`config.mk`:
```
export PLATFORM = sky130hd
export DESIGN_NAME = code_cov_seq
export DESIGN_NICKNAME = d
export VERILOG_FILES = /design/src/rtl/code_cov_pkg.sv /design/src/rtl/code_cov_lfsr.sv /design/src/rtl/code_cov_seq.sv
export SDC_FILE = /design/constraint.sdc
export NUM_CORES = 1
export LEC_CHECK = 0
export CAP_MARGIN = 20
export CORE_MARGIN = 2
export CORE_UTILIZATION = 52
export CTS_CLUSTER_SIZE = 10
export DETAILED_ROUTE_END_ITERATION = 8
export PLACE_DENSITY = 0.79
export SYNTH_ARGS = -nofsm -noshare
export SYNTH_HDL_FRONTEND = slang
export SYNTH_SLANG_ARGS = --single-unit
```
`constraint.sdc`:
```
create_clock -name clk -period 2.8 [get_ports clk]
set_input_delay 0.42 -clock clk [delete_from_list [all_inputs] [get_ports clk]]
set_output_delay 0.42 -clock clk [all_outputs]
set_load 0.01 [all_outputs]
```
`src/rtl/code_cov_pkg.sv`:
```
// Shared types and constants for the code_cov stimulus sequencer and its LFSR.
// Latency: n/a (package). Backpressure: n/a.
// Holds the state encoding, vector/LFSR widths and the Galois LFSR step function.
package code_cov_pkg;

    localparam int VEC_W     = 6;
    localparam int SWEEP_LEN = 64;
    localparam int LFSR_W    = 16;
    localparam logic [LFSR_W-1:0] LFSR_POLY = 16'hB400;

    typedef enum logic [2:0] {
        S_IDLE  = 3'd0,
        S_SWEEP = 3'd1,
        S_RST   = 3'd2,
        S_RAND  = 3'd3,
        S_DONE  = 3'd4
    } seq_state_e;

    // Right-shifting Galois step: taps fold in whenever the bit shifted out is 1.
    function automatic logic [LFSR_W-1:0] lfsr_next(input logic [LFSR_W-1:0] s);
        return (s >> 1) ^ (s[0] ? LFSR_POLY : '0);
    endfunction

    // An all-zero seed would lock the LFSR, so it is promoted to 1.
    function automatic logic [LFSR_W-1:0] fix_seed(input logic [LFSR_W-1:0] s);
        return (s == '0) ? 16'h0001 : s;
    endfunction

endpackage

```
`src/rtl/code_cov_lfsr.sv`:
```
// 16-bit Galois LFSR with synchronous seed load and step enable.
// Latency: state updates one cycle after load/step. Backpressure: none, step is a plain enable.
module code_cov_lfsr
    import code_cov_pkg::*;
#(
    parameter logic [LFSR_W-1:0] SEED = 16'hACE1
) (
    input  logic              clk,
    input  logic              rst_n,
    input  logic              load,
    input  logic              step,
    output logic [LFSR_W-1:0] state
);

    localparam logic [LFSR_W-1:0] SEED_OK = fix_seed(SEED);

    always_ff @(posedge clk or negedge rst_n) begin
        if (!rst_n) begin
            state <= SEED_OK;
        end else if (load) begin
            state <= SEED_OK;
        end else if (step) begin
            state <= lfsr_next(state);
        end
    end

endmodule

```
`src/rtl/code_cov_seq.sv`:
```
// Stimulus sequencer for code_cov: 64-vector sweep, DUT reset pulse, LFSR random run; CODE_COV_SEQ_SIG_EN adds an output signature.
// Latency: outputs registered, first vector one cycle after the start edge. Backpressure: none, self-timed; start ignored while busy, abort wins.
module code_cov_seq
    import code_cov_pkg::*;
#(
    parameter int              HOLD       = 2,
    parameter int              RST_CYCLES = 1,
    parameter int              RAND_LEN   = 20,
    parameter logic [15:0]     LFSR_SEED  = 16'hACE1
) (
    input  logic             clk,
    input  logic             rst_n,
    input  logic             start,
    input  logic             abort,
    output logic [VEC_W-1:0] vec_o,
    output logic             vec_valid_o,
    output logic             dut_rst_n_o,
    output logic             busy_o,
    output logic             done_o,
    output logic [2:0]       phase_o,
    input  logic             c_out,
    input  logic             p_out,
    input  logic             q_out,
    output logic [15:0]      sig_o
);

    localparam int              HW         = $clog2(HOLD + 1);
    localparam logic [HW-1:0]   HOLD_LAST  = HW'(HOLD - 1);
    localparam logic [6:0]      SWEEP_LAST = 7'(SWEEP_LEN - 1);
    localparam logic [6:0]      RST_LAST   = 7'(RST_CYCLES - 1);
    localparam logic [6:0]      RAND_LAST  = 7'(RAND_LEN - 1);

    seq_state_e        state, state_nx;
    logic [HW-1:0]     hold_cnt, hold_nx;
    logic [6:0]        vec_cnt, vcnt_nx;
    logic              hold_end;
    logic              lfsr_load, lfsr_step;
    logic [LFSR_W-1:0] lfsr_q, lfsr_peek;
    logic [VEC_W-1:0]  vec_nx;

    code_cov_lfsr #(.SEED(LFSR_SEED)) u_lfsr (
        .clk   (clk),
        .rst_n (rst_n),
        .load  (lfsr_load),
        .step  (lfsr_step),
        .state (lfsr_q)
    );

    assign hold_end = (hold_cnt == HOLD_LAST);
    assign phase_o  = state;

    always_comb begin
        state_nx  = state;
        hold_nx   = hold_cnt;
        vcnt_nx   = vec_cnt;
        lfsr_load = 1'b0;
        lfsr_step = 1'b0;
        case (state)
            S_IDLE: begin
                if (start && !abort) begin
                    state_nx  = S_SWEEP;
                    hold_nx   = '0;
                    vcnt_nx   = '0;
                    lfsr_load = 1'b1;
                end
            end
            S_SWEEP: begin
                if (hold_end) begin
                    hold_nx = '0;
                    if (vec_cnt == SWEEP_LAST) begin
                        state_nx = S_RST;
                        vcnt_nx  = '0;
                    end else begin
                        vcnt_nx = vec_cnt + 7'd1;
                    end
                end else begin
                    hold_nx = hold_cnt + HW'(1);
                end
            end
            // The vector counter doubles as the reset-pulse timer.
            S_RST: begin
                if (vec_cnt == RST_LAST) begin
                    state_nx = S_RAND;
                    vcnt_nx  = '0;
                    hold_nx  = '0;
                end else begin
                    vcnt_nx = vec_cnt + 7'd1;
                end
            end
            S_RAND: begin
                if (hold_end) begin
                    hold_nx   = '0;
                    lfsr_step = 1'b1;
                    if (vec_cnt == RAND_LAST) begin
                        state_nx = S_DONE;
                    end else begin
                        vcnt_nx = vec_cnt + 7'd1;
                    end
                end else begin
                    hold_nx = hold_cnt + HW'(1);
                end
            end
            S_DONE:  state_nx = S_IDLE;
            default: state_nx = S_IDLE;
        endcase

        if (abort && (state != S_IDLE)) begin
            state_nx  = S_IDLE;
            lfsr_step = 1'b0;
        end

        // Random vectors come from the LFSR value that will be current next cycle.
        lfsr_peek = lfsr_step ? lfsr_next(lfsr_q) : lfsr_q;
        case (state_nx)
            S_SWEEP: vec_nx = vcnt_nx[VEC_W-1:0];
            S_RAND:  vec_nx = lfsr_peek[VEC_W-1:0];
            default: vec_nx = '0;
        endcase
    end

    always_ff @(posedge clk or negedge rst_n) begin
        if (!rst_n) begin
            state       <= S_IDLE;
            hold_cnt    <= '0;
            vec_cnt     <= '0;
            vec_o       <= '0;
            vec_valid_o <= 1'b0;
            dut_rst_n_o <= 1'b0;
            busy_o      <= 1'b0;
            done_o      <= 1'b0;
        end else begin
            state       <= state_nx;
            hold_cnt    <= hold_nx;
            vec_cnt     <= vcnt_nx;
            vec_o       <= vec_nx;
            vec_valid_o <= (state_nx == S_SWEEP) || (state_nx == S_RAND);
            dut_rst_n_o <= (state_nx != S_RST);
            busy_o      <= (state_nx == S_SWEEP) || (state_nx == S_RST) || (state_nx == S_RAND);
            done_o      <= (state_nx == S_DONE);
        end
    end

`ifdef CODE_COV_SEQ_SIG_EN
    logic [15:0] sig_q;

    // Folds the DUT response in on the last hold cycle, once it has settled.
    always_ff @(posedge clk or negedge rst_n) begin
        if (!rst_n) begin
            sig_q <= '0;
        end else if (lfsr_load) begin
            sig_q <= '0;
        end else if (((state == S_SWEEP) || (state == S_RAND)) && hold_end) begin
            sig_q <= {sig_q[14:0], sig_q[15]} ^ {13'b0, c_out, p_out, q_out};
        end
    end

    assign sig_o = sig_q;
`else
    logic sig_unused;
    assign sig_unused = ^{c_out, p_out, q_out};
    assign sig_o      = '0;
`endif

endmodule

```
* Yosys cells after proc, flatten, opt, wreduce, memory -nomap -nowiden
Index checks and enable logic that the tools add are counted.
Word-level totals: logic and storage cells 73, output and inout bits 29, bits of input ports 7, register bits after elaboration 38
Cells by class: reduce and logical (&&, ||, !) cells 15, bitwise gates (word level) 1, multiplexer cells 28, eq/ne operators 16, add/subtract/negate cells 2
Operator list (count):
- 2-to-1 mux 16 bit | 3
- 2-to-1 mux 7 bit | 6
- case mux 7 bit (4 select lines) | 1
- 2-to-1 mux 3 bit | 7
- bitwise XOR 15 x 16 -> 16 bit | 1
- equality test 3 x 2 -> 1 bit, second input constant | 4
- case mux 3 bit (4 select lines) | 1
- case mux 6 bit (2 select lines) | 1
- inequality test 2 bit, second input constant | 5
- adder 7 x 1 -> 7 bit, second input constant | 1
- equality test 7 x 5 -> 1 bit, second input constant | 1
- equality test 7 x 6 -> 1 bit, second input constant | 1
- zero test 7 bit | 1
- equality test 3 x 1 -> 1 bit, second input constant | 2
- 2-to-1 mux 2 bit | 3
- case mux 2 bit (3 select lines) | 1
- nonzero test 3 bit | 2
- 2-to-1 mux 1 bit | 5
- AND reduction 5 bit | 1
- nonzero test 4 bit | 1
- equality test 3 bit, second input constant | 1
- zero test 3 bit | 1
- logical OR 1 bit | 3
- inequality test 3 x 2 -> 1 bit, second input constant | 1
- 7 further kinds | 8

* Depth between registers and ports, before layout
depth after elaboration 8, depth in mapped cells 8, gate-level depth less buffers 8

* Hierarchy
Synthesis repeated with hierarchy kept, for this count alone.
Unflattened totals: cell total of the unflattened synthesis 208, area, all modules 2237.1 um2
Modules (own cells, without submodules):
- code_cov_seq | cells each 152, area each 1510.2 um2, sequential area each 550.5 um2, instances 1
- code_cov_lfsr | cells each 56, area each 726.9 um2, sequential area each 410.4 um2, instances 1

* Least setup slack after synthesis
No wires, ideal clock.
path kind flip-flop to flip-flop, start point register vec_cnt[0], end point register busy_o, stages on the path, launching flop included 8, path slack 0.761 ns, setup time 0.124 ns, arrival 1.915 ns, clock period less this slack 2.039 ns, buffers on the path 0, required time 2.676 ns, path through dfrtp_1 ha_1 nand3_1 nor4_1 nor3_1 o21ai_4 inv_2 or2_1
Between the ends: cells in the longest elaborated chain, start to end 8, elaborated cells on any way between the ends 15, those cells by class 5 x eq/ne; 7 x mux; 3 x reduce/logical
RTL lines:
- from (decl) | RTL line code_cov_seq.sv:35 | logic [6:0] vec_cnt, vcnt_nx;
- from (signal assigned) | RTL line code_cov_seq.sv:134 | vec_cnt <= vcnt_nx;
- equality test 7 x 5 -> 1 bit or equality test 7 x 6 -> 1 bit (tied branches) | RTL line code_cov_seq.sv:94, code_cov_seq.sv:70
- 2-to-1 mux 3 bit, on equally long branches | RTL line code_cov_seq.sv:94, code_cov_seq.sv:70
- 2-to-1 mux 3 bit, on equally long branches | RTL line code_cov_seq.sv:91, code_cov_seq.sv:68
- case mux 3 bit (4 select lines) * | RTL line code_cov_seq.sv:58 | case (state)
- 2-to-1 mux 3 bit * | RTL line code_cov_seq.sv:107 | if (abort && (state != S_IDLE)) begin
- net state_nx[0] | RTL line code_cov_seq.sv:33 | seq_state_e state, state_nx;
- equality test 3 x 1 -> 1 bit or equality test 3 x 2 -> 1 bit (tied branches) | RTL line code_cov_seq.sv:138 | busy_o <= (state_nx == S_SWEEP) || (state_nx == S_RST) || (state_nx == S_RAND);
- logical OR 1 bit | RTL line code_cov_seq.sv:138
- logical OR 1 bit * | RTL line code_cov_seq.sv:138
- to (signal assigned) | RTL line code_cov_seq.sv:138
- to (decl) | RTL line code_cov_seq.sv:18 | output logic busy_o,
Mark *: on every way through the listed nets, which the timed path passes. The rest lies on a longest branch. A chain may end at the register's enable or synchronous reset.

* Worst setup path in the final report
Ends and elaborated chain as after synthesis.

==> flow_summary.yaml <==
run_status:
  status: "complete, no violations"
clocking:
  cts_tree: "built"
  clockBufferDepth: 2
  cts_setup_buffers: 0
  cts_root_buf: "clkbuf_8"
  cts_hold_buffers: 0
  htree_num_levels: 2
  cts-resized-gates: 0
  clkTransAtPathRegs_ps: 70
  clkLatencyLatePin_ps: 290
  clkSinkCount: 38
  cts_buffers: 5
power:
  swShare_pct: 37.3
  power_frac_clock_pct: 22.7
  p_leak_nw: 1.06
  p_seq_share_pct: 42.3
  switching_power_w: 0.000597
  p_int_w: 0.00100
  comb_power_share_pct: 35.0
  power_density_nw_per_um2: 703
  vdd_drop_max_mv: 0.375
sta:
  grt_setup_unrepaired: "false"
  clock.fmax_ghz: 0.411
  fin_tns_setup_ps: 0
  slew_violations: 0
  finalCritPeriodShare_pct: 86.9
  setup_viol_count_final: 0
  slew_headroom_pct: 47.2
  skew_ps: 3.24
  period_needed_ps: 2430
  worst_pin_slew_ps: 792
  hold_violations: 0
route:
  wl_per_cell_um: 14.3
  drc: 0
  vias: 1477
  topRoutingLayerUsed: "met4"
  wirelength_um: 3870
  wl_met3_um: 193
  met1Wirelength_um: 1820
  first_iter_violations: 96
  vias_per_cell: 5.45
  ant_nets: 0
  drt_pass1_iterations: 4
  wl_met2_um: 1800
synth:
  synth_edf_count: 0
  synthFlopType: "dfrtp_1"
  async_reset_ff_share_pct: 100
  synth_area_per_cell_um2: 10.1
  synth.area.top_cells: "dfrtp_1, dfstp_2, buf_4"
  synth_top_area_share_pct: 36.3
  yosysMostFrequentCell: "dfrtp_1"
  syn_inst: 205
  synth_top_cell_by_area: "dfrtp_1"
  yosysWarnings: 0
  seq_area_frac_synth_pct: 46.5
  synthTopCellsByCount: "dfrtp_1, buf_4, nor2_1"
  syn_area_um2: 2070
  synth_seq_cells: 38
  ys_types: 55
flow_run:
  cap_violations: 0
critical_path:
  crit_fanout: 8
  cp.arrival_ps: 2610
  reg2reg_from: "vec_cnt[0]$_DFF_PN0_"
  end_kind: "flip-flop"
  rr_worst_depth: 7
  start_kind: "flip-flop"
  reg2reg_slack_ps: 370
  critPathRequiredTime_ps: 2980
  crit_path_end: "busy_o$_DFF_PN0_"
  criticalPathCategory: "flip-flop to flip-flop"
  reg2reg_to: "busy_o$_DFF_PN0_"
  startpoint: "vec_cnt[0]$_DFF_PN0_"
cells_and_area:
  syn_to_final_growth_pct: 10.2
  diodes: 0
  stdcell_area_um2: 2280
  fin_nets: 231
  drive_above_1_share_pct: 16.1
  layout.cells.non_filler: 271
floorplan:
  start_util_pct: 55.2
  die_area_um2: 4500
  die_x_um: 67.1
  die_y_um: 67.1
  rows: 22
  io_pins: 36
  coreArea_um2: 3740
placed_design:
  dp_cells: 263
  postPlaceCellArea_um2: 2200
  dpl.hpwl_um: 2880
  gp_congestion: 0.884
  numPortBuffers: 16
global_route:
  grt_max_degree: 39
  antenna_found_initial: 0
  grt_pass1_wl_um: 6490
  grt_pass1_vias: 1346
  track_usage_pct: 19.8
  grt-ovfl-total: 0
min_path:
  hold_path.class: "input pin to asynchronous set/reset pin"
## power groups by stage
| stage | logic (W) | registers [W] | clock network [W] |
|---|---|---|---|
| 2_1_floorplan | 0.000405 | 0.000677 | 0 |
| 3_3_place_gp | 0.000551 | 0.000685 | 0 |
| 3_5_place_dp | 0.000557 | 0.000687 | 0 |
| 4_1_cts | 0.000562 | 0.000676 | 0.000368 |
| 5_1_grt | 0.000621 | 0.000685 | 0.000392 |
| 6_report | 0.000560 | 0.000677 | 0.000364 |
## registers in the layout, indices dropped and copies added (netlist names)
name	count
busy_o	1
vec_cnt	7
hold_cnt	2
phase_o	3
vec_valid_o	1
dut_rst_n_o	1
u_lfsr.state	16
done_o	1
vec_o	6
## metrics by stage
| step | setup WS [ps] | util [%] | total power, W | hold slack, ps |
|---|---|---|---|---|
| 2_1_floorplan | 761 | - | 0.00108 | 124 |
| 3_3_place_gp | 429 | 58.7 | 0.00124 | 466 |
| 3_5_place_dp | 409 | 58.7 | 0.00124 | 474 |
| 4_1_cts | 370 | 60.9 | 0.00161 | 251 |
| 5_1_grt | 230 | 60.9 | 0.00170 | 297 |
| 6_report | 366 | 60.9 | 0.00160 | 209 |
## worst min path at each step
stage | slack [ps] | cells past startpoint | end | start
floorplan | 120 | 0 | busy_o$_DFF_PN0_ | rst_n
global placement | 470 | 2 | u_lfsr.state[11]$_DFFE_PN1P_ | u_lfsr.state[12]$_DFFE_PN0P_
detailed placement | 470 | 2 | u_lfsr.state[11]$_DFFE_PN1P_ | u_lfsr.state[12]$_DFFE_PN0P_
CTS | 250 | 1 | u_lfsr.state[9]$_DFFE_PN0P_ | rst_n
global route | 300 | 1 | u_lfsr.state[4]$_DFF_PN0_ | rst_n
finish | 210 | 1 | u_lfsr.state[9]$_DFFE_PN0P_ | rst_n
## cells in the final DEF (no fill, tap or decap), types with 7 or more instances in the layout
cell type         n
nand2_1          13
mux2i_1           7
dfrtp_1          30
nor2_1           14
inv_1            12
conb_1           16
clkdlybuf4s50_1  15
dfstp_2           8
a21oi_1          13
nor2b_1           7
## per-layer routing
layer / vias up / track usage (%)
li1: 721 / -
met5: - / 0
met1: 711 / 26.7
met2: 39 / 31.2
met3: 6 / 5.07
met4: 0 / 6.12
## cells by family after synthesis
kind of cell	synth area share, %
buffers and inverters	10.4
other	0.181
AO/OA/AOI/OAI	17.5
multiplexers	4.48
AND/OR/NAND/NOR	18.5
XOR/XNOR	1.27
flip-flops	46.5
adder cells (fa/ha/maj)	1.21
## layout make-up
class / count / area (um2)
tap: 48 / 60.1
fill: 332 / 1470
timing repair buffer: 19 / 178
clock buffer: 6 / 72.6
sequential: 38 / 961
multi-input combinational: 145 / 948
clock inverter: 2 / 10.0
inverter: 13 / 48.8
## critical path, stage by stage, from the launching register on
cell and delay [ps]:
dfrtp_1 420, ha_1 300, nand3_1 180, nor4_1 520
nor3_1 230, o21ai_4 380, inv_2 60, or2_1 220
(Power assumes the default switching activity.)
